$ cat config.mk
export PLATFORM = sky130hd
export DESIGN_NAME = riscuin_gpio
export DESIGN_NICKNAME = d
export VERILOG_FILES = /design/src/rtl/riscuin_gpio.sv
export SDC_FILE = /design/constraint.sdc
export NUM_CORES = 1
export LEC_CHECK = 0
export ABC_AREA = 0
export ABC_CLOCK_PERIOD_IN_PS = 3100
export CAP_MARGIN = 5
export CORE_ASPECT_RATIO = 2
export CORE_MARGIN = 2
export CORE_UTILIZATION = 50
export DETAILED_ROUTE_END_ITERATION = 8
export PLACE_DENSITY = 0.74
export SKIP_CTS_REPAIR_TIMING = 1
export SYNTH_ARGS = -nofsm -noshare
export SYNTH_HDL_FRONTEND = slang
export SYNTH_SLANG_ARGS = --single-unit
export TNS_END_PERCENT = 10
$ cat constraint.sdc
create_clock -name clk -period 3.1 [get_ports clk]
set_input_delay 0.31 -clock clk [delete_from_list [all_inputs] [get_ports clk]]
set_output_delay 0.31 -clock clk [all_outputs]
set_load 0.02 [all_outputs]
$ cat src/rtl/riscuin_gpio.sv
// GPIO block with OUT/DIR/IN/SET/CLR/TGL registers and optional edge interrupts (macro GPIO_IRQ_EN).
// Latency: every request is acked one cycle later; pin to IN latency is SYNC_STAGES cycles.
// Backpressure: none; a request is accepted every cycle and never stalls.
module riscuin_gpio #(
    parameter int          WIDTH       = 32,
    parameter logic [31:0] RESET_OUT   = 32'h0,
    parameter int          SYNC_STAGES = 2
) (
    input  logic             clk,
    input  logic             rst,
    input  logic             bus_req,
    input  logic             bus_we,
    input  logic [2:0]       bus_addr,
    input  logic [31:0]      bus_wdata,
    output logic [31:0]      bus_rdata,
    output logic             bus_ack,
    input  logic [WIDTH-1:0] gpio_in,
    output logic [WIDTH-1:0] gpio_out,
    output logic [WIDTH-1:0] gpio_oe,
    output logic             irq
);

    localparam logic [2:0] A_OUT  = 3'd0;
    localparam logic [2:0] A_DIR  = 3'd1;
    localparam logic [2:0] A_IN   = 3'd2;
    localparam logic [2:0] A_SET  = 3'd3;
    localparam logic [2:0] A_CLR  = 3'd4;
    localparam logic [2:0] A_TGL  = 3'd5;
    localparam logic [2:0] A_MASK = 3'd6;
    localparam logic [2:0] A_STAT = 3'd7;

    logic [WIDTH-1:0] out_q;
    logic [WIDTH-1:0] dir_q;
    logic [WIDTH-1:0] sync_q [SYNC_STAGES];
    logic [WIDTH-1:0] in_sync;
    logic [WIDTH-1:0] wdat;
    logic             wr;
    logic [31:0]      rd_val;

    assign in_sync  = sync_q[SYNC_STAGES-1];
    assign wdat     = bus_wdata[WIDTH-1:0];
    assign wr       = bus_req && bus_we;
    assign gpio_out = out_q;
    assign gpio_oe  = dir_q;

`ifdef GPIO_IRQ_EN
    logic [WIDTH-1:0] mask_q;
    logic [WIDTH-1:0] stat_q;
    logic [WIDTH-1:0] sync_prev_q;
    logic [WIDTH-1:0] edge_det;
    logic [WIDTH-1:0] w1c;

    assign edge_det = in_sync ^ sync_prev_q;
    assign w1c      = (wr && bus_addr == A_STAT) ? wdat : '0;

    // A new edge is OR-ed in after the W1C clear so that set wins on a collision.
    always_ff @(posedge clk) begin
        if (rst) begin
            mask_q      <= '0;
            stat_q      <= '0;
            sync_prev_q <= '0;
            irq         <= 1'b0;
        end else begin
            sync_prev_q <= in_sync;
            stat_q      <= (stat_q & ~w1c) | edge_det;
            irq         <= |(stat_q & mask_q);
            if (wr && bus_addr == A_MASK)
                mask_q <= wdat;
        end
    end
`else
    assign irq = 1'b0;
`endif

    always_comb begin
        rd_val = '0;
        case (bus_addr)
            A_OUT:   rd_val[WIDTH-1:0] = out_q;
            A_DIR:   rd_val[WIDTH-1:0] = dir_q;
            A_IN:    rd_val[WIDTH-1:0] = in_sync;
`ifdef GPIO_IRQ_EN
            A_MASK:  rd_val[WIDTH-1:0] = mask_q;
            A_STAT:  rd_val[WIDTH-1:0] = stat_q;
`endif
            default: rd_val = '0;
        endcase
    end

    always_ff @(posedge clk) begin
        if (rst) begin
            out_q     <= RESET_OUT[WIDTH-1:0];
            dir_q     <= '0;
            bus_ack   <= 1'b0;
            bus_rdata <= '0;
            for (int i = 0; i < SYNC_STAGES; i++)
                sync_q[i] <= '0;
        end else begin
            bus_ack   <= bus_req;
            bus_rdata <= bus_req ? rd_val : 32'h0;
            sync_q[0] <= gpio_in;
            for (int i = 1; i < SYNC_STAGES; i++)
                sync_q[i] <= sync_q[i-1];
            if (wr) begin
                case (bus_addr)
                    A_OUT:   out_q <= wdat;
                    A_DIR:   dir_q <= wdat;
                    A_SET:   out_q <= out_q | wdat;
                    A_CLR:   out_q <= out_q & ~wdat;
                    A_TGL:   out_q <= out_q ^ wdat;
                    default: ;
                endcase
            end
        end
    end

endmodule

* Yosys cells after proc, flatten, opt, wreduce, memory -nomap -nowiden
Memories as Yosys holds them, arrays and structs flattened. Cells that the tools add are included.
Operators by class: mux-type cells 7, shift-type cells 0, $mul 0, bitwise operators 7, $lt $le $gt $ge 0, equality and inequality tests 5, reduce and logical (&&, ||, !) cells 6, $add $sub $neg 0, divide/modulo/power cells 0
Operator list (number):
- 32-bit case mux with 4 select lines | 1
- 32-bit case mux with 3 select lines | 1
- 32-bit 2-to-1 mux | 2
- 32-bit bitwise AND | 1
- 32-bit inverter | 1
- 32-bit bitwise OR | 1
- 32-bit bitwise XOR | 1
- 3-bit by 2-bit equality test with 1-bit output (second input constant) | 2
- 3-bit equality test (second input constant) | 2
- 2-bit AND reduction | 2
- 4-bit nonzero test | 1
- 3-bit by 1-bit equality test with 1-bit output (second input constant) | 1
- 3-bit zero test | 1
- 1-bit 2-to-1 mux | 3
- 1-bit bitwise OR | 2
- 2-bit OR reduction | 1
- 1-bit logical AND | 1
- 1-bit inverter | 1
Storage, ports and cells: logic and storage cells 30, memories 1, output and inout bits 98, flip-flop bits (word level) 97, bits in latches 0, input port bits 71, bits in writable memories 64, bits in read-only memories 0
Memory list:
- sync_q | words 2, width 32, rd ports 2, clocked after Yosys merged registers in 0, wr ports 2, line 34 | logic [WIDTH-1:0] sync_q [SYNC_STAGES];

* Longest topological paths before layout
Gate-level depths: netlist (run 1).
word-level depth 3, mapped depth 7, mapped depth without buffers 6

* Least setup slack after synthesis (run 1)
OpenSTA, ideal clock, no wires.
kind flip-flop to flip-flop, from register out_q[30], in the netlist gpio_out[30], to register out_q[30], in the netlist gpio_out[30], slack 1.708 ns, library setup time 0.095 ns, stages on the path, launching flop included 7, path buffers 0, required time 3.005 ns, period minus slack after synthesis 1.392 ns, arrival time 1.297 ns, cell sequence dfxtp_1 -> inv_1 -> ha_1 -> nand3b_1 -> o211ai_1 -> o21ai_0 -> a221oi_1
On the way: longest elaborated chain between the ends 2, elaborated cells between the ends (all ways) 4, those cells by class mux: 1; bitwise: 3
RTL lines:
- start: declaration | line 32 | logic [WIDTH-1:0] out_q;
- start signal: assignment | line 91 | out_q <= RESET_OUT[WIDTH-1:0];
- start signal: assignment | line 105 | A_OUT: out_q <= wdat;
- start signal: assignment | line 107 | A_SET: out_q <= out_q | wdat;
- 32-bit bitwise XOR (tied with other cells) | line 109 | A_TGL: out_q <= out_q ^ wdat;
- 32-bit case mux with 4 select lines (*) | line 104 | case (bus_addr)
Every way passes the cells marked *; elsewhere a longest branch is shown, timed or not. A chain may end at the register's enable or synchronous reset.

* Worst setup path in the final report (run 1)
from input port bus_addr[1], to register out_q[24], in the netlist gpio_out[24]
On the way: longest elaborated chain between the ends 3, elaborated cells between the ends (all ways) 7, those cells by class eq/ne: 3; mux: 1; reduce/logical: 3
RTL lines:
- start: declaration | line 13 | input logic [2:0] bus_addr,
- 3-bit equality test (tied with other cells) | line 104
- 4-bit nonzero test (no line)
- 2-bit AND reduction (no line)
- end signal: assignment | line 105
- end signal: assignment | line 107
- end signal: assignment | line 108 | A_CLR: out_q <= out_q & ~wdat;
Several ways; a longest one is shown, not always the timed one.

==> results of run 1 <==
Yosys cell counts, drive strengths merged (2+ instances only):
cell / instances
o21ai: 2
o2bb2ai: 14
inv: 65
a21oi: 124
a2bb2oi: 17
nand3: 2
nor2: 96
nand2: 82
clkbuf: 38
nand3b: 15
mux2i: 32
a21o: 19
buf: 41
o21bai: 32
ha: 64
dfxtp: 161
a221oi: 49
nor2b: 67
cells by family (layout without fill, tap and decap cells):
logic type / Yosys count / count (layout) / synth area share
AND/OR/NAND/NOR: 265 / 265 / 0.155
AO/OA/AOI/OAI: 258 / 258 / 0.230
flip-flops: 161 / 161 / 0.395
buffers and inverters: 144 / 277 / 0.0823
adder cells (fa/ha/maj): 64 / 64 / 0.0982
multiplexers: 32 / 32 / 0.0393
other: 1 / 1 / 0.000460
power by group:
group / total [mW] / switching, mW / leakage [nW] / internal (mW)
Combinational: 0.716 / 0.389 / 2.52 / 0.327
Clock: 2.15 / 0.893 / 0.282 / 1.25
Sequential: 2.18 / 0.0421 / 1.32 / 2.14
Total: 5.04 / 1.32 / 4.11 / 3.72
state kept, by name (all words and copies together) (netlist names):
name and cells:
gpio_out 32, bus_ack 1, sync_q 64, gpio_oe 32, bus_rdata 32
layer usage:
| metal | vias to the layer above | global-route usage | part of all wire |
|---|---|---|---|
| met1 | 3386 | 0.300 | 0.43 |
| met5 | - | 0 | 0 |
| li1 | 3380 | - | - |
| met2 | 207 | 0.413 | 0.50 |
| met4 | 0 | 0.0794 | 0.014 |
| met3 | 23 | 0.0568 | 0.057 |
through the flow:
stage	power, mW	util	hold slack [ns]
after floorplan	2.68	-	0.393
after global placement	2.91	0.607	0.415
after detailed placement	2.94	0.607	0.422
after CTS	5.07	0.645	0.271
after global routing	5.22	0.645	0.283
final	5.04	0.645	0.276
final timing paths:
check             depth (start not counted)  slack [ns]                         to
hold reg to reg                           1        0.44   sync_q[0][54]$_SDFF_PP0_
setup reg to reg                          6        1.63  gpio_out[30]$_SDFFE_PP0P_
hold / removal                            2        0.28   sync_q[0][17]$_SDFF_PP0_
setup / recovery                          4        1.23  gpio_out[24]$_SDFFE_PP0P_
area by class of cell:
type,count,share of cell area
repair buffers,180,0.172
inverters,65,0.0235
clock inverters,11,0.0125
well taps,204,0.0246
flip-flops and latches,161,0.311
clock buffers,21,0.0453
multi-input cells,620,0.412
worst max-delay path: stages:
cell and delay, ns:
buf_4 0.48, nand3_2 0.48, a21o_4 0.52, a221oi_1 0.36
==> impl_metrics.py, run 1 <==
metrics = {
    "timing": {
        "setup-tns-final_ns": 0,
        "grt_setup_unrepaired": "false",
        "finalClockSkew_ns": 0.00955,
        "setup_viol": 0,
        "maxSlewViolCount": 0,
        "maxSlewHeadroom": 0.391,
        "timing_hold_violations_final": 0,
        "timing.fmax_ghz": 0.534,
        "fin_crit_sh": 0.605,
        "worst_pin_slew_ns": 0.912,
        "worst_slack_ns": 1.23,
        "fin_crit_ns": 1.87,
    },
    "critical_path": {
        "setup.worst_path.class": "input port to flop",
        "crit_path_start_kind": "input port",
        "startpoint": "bus_addr[1]",
        "cp-end-kind": "flop",
        "critPathRequiredTime_ns": 3.43,
        "worst_r2r_startpoint": "gpio_out[30]$_SDFFE_PP0P_",
        "cp_data_arrival_time_ns": 2.21,
        "worstPathMaxFanout": 54,
    },
    "pwr": {
        "p_leak_nw": 4.11,
        "powerDensity_mw_per_mm2": 486,
        "peakVddDrop_mv": 0.425,
    },
    "layout": {
        "instances_no_fill": 1262,
        "final_area_sq_mm": 0.0104,
        "area_growth_pct": 27.3,
        "fill_cells": 1378,
        "layout.cells.most_common": "clkdlybuf4s50_1",
        "drive_above_1_share": 0.0756,
        "finalNetCount": 1180,
        "multi_input_area_sq_mm": 0.00427,
        "antenna_cells": 0,
        "seqCellArea_sq_mm": 0.00322,
        "mostFrequentLayoutCells": "clkdlybuf4s50_1, dfxtp_1, a21oi_1",
    },
    "placement": {
        "place_ws_ns": 0.787,
        "placedCellCount": 1230,
        "place_area_sq_mm": 0.00978,
        "dp_hpwl_um": 13200,
        "portBuffers": 167,
        "gp_congestion": 0.779,
    },
    "detailed_routing": {
        "via_per_inst": 5.54,
        "dr_total_vias": 6996,
        "routed_wl_um": 21000,
        "ant_nets": 0,
        "wire_per_inst_um": 16.7,
        "firstDrtPassIters": 5,
        "drt_iter0_markers": 366,
        "drc": 0,
    },
    "clock_network": {
        "path_clk_slew_ns": 0.07,
        "clkSinkCount": 161,
        "cts_tree": "done",
        "clockRootBuffer": "clkbuf_16",
        "clock_path_buffers": 2,
        "numCtsBuffers": 17,
        "cts-htree-levels": 4,
        "clk_latency_ns": 0.44,
    },
    "global_routing": {
        "grt-ovfl-total": 0,
        "grt_antenna_before_repair": 0,
        "grt_pass1_vias": 6968,
        "grt.total_usage": 0.243,
        "grt_pass1_wl_um": 33900,
        "grt_max_degree": 81,
    },
    "die": {
        "dieArea_sq_mm": 0.0174,
        "num_rows": 66,
        "start_util": 0.506,
        "fp.dieH_um": 185,
        "coreArea_sq_mm": 0.0161,
        "ioPinCount": 169,
        "die_w_um": 94.3,
    },
    "hold_path": {
        "hp-class": "input port to flop",
        "hold_start": "rst",
    },
    "logic_synthesis": {
        "synthArstFlopShare": 0,
        "synth_area_leader_cell": "dfxtp_1",
        "synth_area_per_cell_sq_um": 8.81,
        "synthFlopType": "dfxtp_1",
        "yosysSeqAreaShare": 0.395,
        "syn_area_sq_mm": 0.00815,
        "yosysUniqueCellTypes": 30,
        "yosysWarnings": 0,
        "synth_edf_count": 0,
        "ys_top_cells_by_area": "dfxtp_1, ha_1, a21oi_1",
        "ys_ff_latch": 161,
        "synth_top_area_frac": 0.395,
        "syn-num-nets": 1060,
        "synthCells": 925,
    },
    "flow_run": {
        "max_cap_violations": 0,
    },
    "run_status": {
        "status": "finished, final reports clean",
    },
}
(Power assumes the default switching activity.)
==> run 2, diff against run 1 <==
--- a/config.mk
+++ b/config.mk
@@ -6,7 +6,7 @@
 export NUM_CORES = 1
 export LEC_CHECK = 0
 export ABC_AREA = 0
-export ABC_CLOCK_PERIOD_IN_PS = 3100
+export ABC_CLOCK_PERIOD_IN_PS = 1750
 export CAP_MARGIN = 5
 export CORE_ASPECT_RATIO = 2
 export CORE_MARGIN = 2
==> constraint.sdc (replaced) <==
create_clock -name clk -period 1.75 [get_ports clk]
set_input_delay 0.175 -clock clk [delete_from_list [all_inputs] [get_ports clk]]
set_output_delay 0.175 -clock clk [all_outputs]
set_load 0.02 [all_outputs]
==> impl_metrics.py, run 2 (synthesis gave the netlist of run 1 again) <==
metrics = {
    "run_status": {
        "status": "finished, final reports clean",
    },
    "timing": {
        "maxSlewHeadroom": 0.526,
        "fin_crit_sh": 0.951,
        "setup_viol": 0,
        "timing_hold_violations_final": 0,
        "maxSlewViolCount": 0,
        "setup-tns-final_ns": 0,
        "grt_setup_unrepaired": "false",
        "finalClockSkew_ns": 0.00851,
        "fin_crit_ns": 1.66,
        "timing.fmax_ghz": 0.601,
        "worst_pin_slew_ns": 0.711,
        "timing.hold.ws_ns": 0.201,
    },
    "clock_network": {
        "clockRootBuffer": "clkbuf_16",
        "path_clk_slew_ns": 0.07,
        "clkSinkCount": 161,
        "cts-htree-levels": 4,
        "clk_latency_ns": 0.42,
        "clock_path_buffers": 2,
        "cts_tree": "done",
        "numCtsBuffers": 17,
    },
    "placement": {
        "dp_hpwl_um": 13900,
        "gp_congestion": 0.775,
        "placedCellCount": 1255,
        "portBuffers": 167,
    },
    "die": {
        "ioPinCount": 169,
        "fp.dieH_um": 185,
        "coreArea_sq_mm": 0.0161,
        "dieArea_sq_mm": 0.0174,
        "die_w_um": 94.3,
        "start_util": 0.506,
        "num_rows": 66,
    },
    "critical_path": {
        "cp_slowest_cell": "clkdlybuf4s50_1",
        "r2r-end": "gpio_out[30]$_SDFFE_PP0P_",
        "crit_buf_inv": 1,
        "critical-path-max-stage-delay_ns": 0.65,
        "crit_family": "buffers and inverters",
        "crit_path_start_kind": "flop",
        "setup.worst_path.class": "flop to primary output",
        "cp_data_arrival_time_ns": 1.49,
        "cp-end-kind": "primary output",
        "critPathRequiredTime_ns": 1.57,
        "rrSetupSlack_ns": 0.33,
        "worst_r2r_startpoint": "gpio_out[30]$_SDFFE_PP0P_",
        "worstPathMaxFanout": 4,
        "worstPathCellList": "clkdlybuf4s50_1",
        "r2r_cells": 6,
    },
    "layout": {
        "mostFrequentLayoutCells": "clkdlybuf4s50_1, dfxtp_1, a21oi_1",
        "layout.cells.most_common": "clkdlybuf4s50_1",
        "instances_no_fill": 1288,
        "drive_above_1_share": 0.0969,
        "top_register": "sync_q",
        "area_growth_pct": 30.4,
        "finalNetCount": 1206,
        "antenna_cells": 0,
        "fill_cells": 1339,
        "largest_reg_flops": 64,
    },
    "detailed_routing": {
        "routed_wl_um": 21500,
        "ant_nets": 0,
        "wire_per_inst_um": 16.7,
        "firstDrtPassIters": 4,
        "dr_total_vias": 7092,
        "drt_iter0_markers": 334,
        "drc": 0,
        "via_per_inst": 5.51,
    },
    "global_routing": {
        "grt_pass1_vias": 7037,
        "grt_antenna_before_repair": 0,
        "grt_max_degree": 69,
        "grt_pass1_wl_um": 35100,
        "grt.total_usage": 0.253,
        "grt-ovfl-total": 0,
    },
    "hold_path": {
        "hp-class": "input port to flop",
        "hold_end": "gpio_out[21]$_SDFFE_PP0P_",
        "worstHoldPathCells": 3,
        "hold_start": "bus_addr[0]",
    },
    "pwr": {
        "powerDensity_mw_per_mm2": 847,
        "peakVddDrop_mv": 0.633,
        "p_leak_nw": 4.26,
    },
    "flow_run": {
        "max_cap_violations": 0,
    },
}
run 2: how the worst max path moves through the flow:
stage                                    from                         to  depth (start not counted)
finish              gpio_out[18]$_SDFFE_PP0P_               gpio_out[18]                          1
global route        gpio_out[18]$_SDFFE_PP0P_               gpio_out[18]                          1
CTS                 gpio_out[18]$_SDFFE_PP0P_               gpio_out[18]                          1
detailed placement              bus_wdata[30]  gpio_out[30]$_SDFFE_PP0P_                          7
global placement                bus_wdata[30]  gpio_out[30]$_SDFFE_PP0P_                          7
floorplan           gpio_out[30]$_SDFFE_PP0P_  gpio_out[30]$_SDFFE_PP0P_                          6
run 2: metrics by stage:
step	area, sq um	util	worst slack (ns)	power (mW)
6_report	10600	0.660	0.0852	9.00
5_1_grt	10600	0.660	0.0302	9.35
3_3_place_gp	10000	0.623	0.0895	5.21
3_5_place_dp	10000	0.623	0.0291	5.26
2_1_floorplan	8150	-	0.358	4.74
4_1_cts	10600	0.660	0.0699	9.08
run 2: area by class of cell:
class / count / area, sq um / area share
Clock inverter: 14 / 168 / 0.0158
Clock buffer: 18 / 429 / 0.0404
Inverter: 65 / 244 / 0.0229
Multi-Input combinational cell: 620 / 4270 / 0.402
Sequential cell: 161 / 3220 / 0.303
Tap cell: 204 / 255 / 0.0240
Timing Repair Buffer: 206 / 2040 / 0.192
run 2: report_power, final:
group	total [mW]	internal [mW]	switching, mW
Sequential	3.86	3.79	0.0746
Combinational	1.33	0.627	0.702
Clock	3.81	2.16	1.66
Total	9.00	6.57	2.43
run 2: routing by layer:
| metal | up-vias | share of wire | GRT usage |
|---|---|---|---|
| met3 | 32 | 0.062 | 0.0523 |
| met5 | - | 0 | 0 |
| met4 | 0 | 0.018 | 0.0841 |
| met1 | 3362 | 0.42 | 0.310 |
| li1 | 3443 | - | - |
| met2 | 255 | 0.50 | 0.436 |
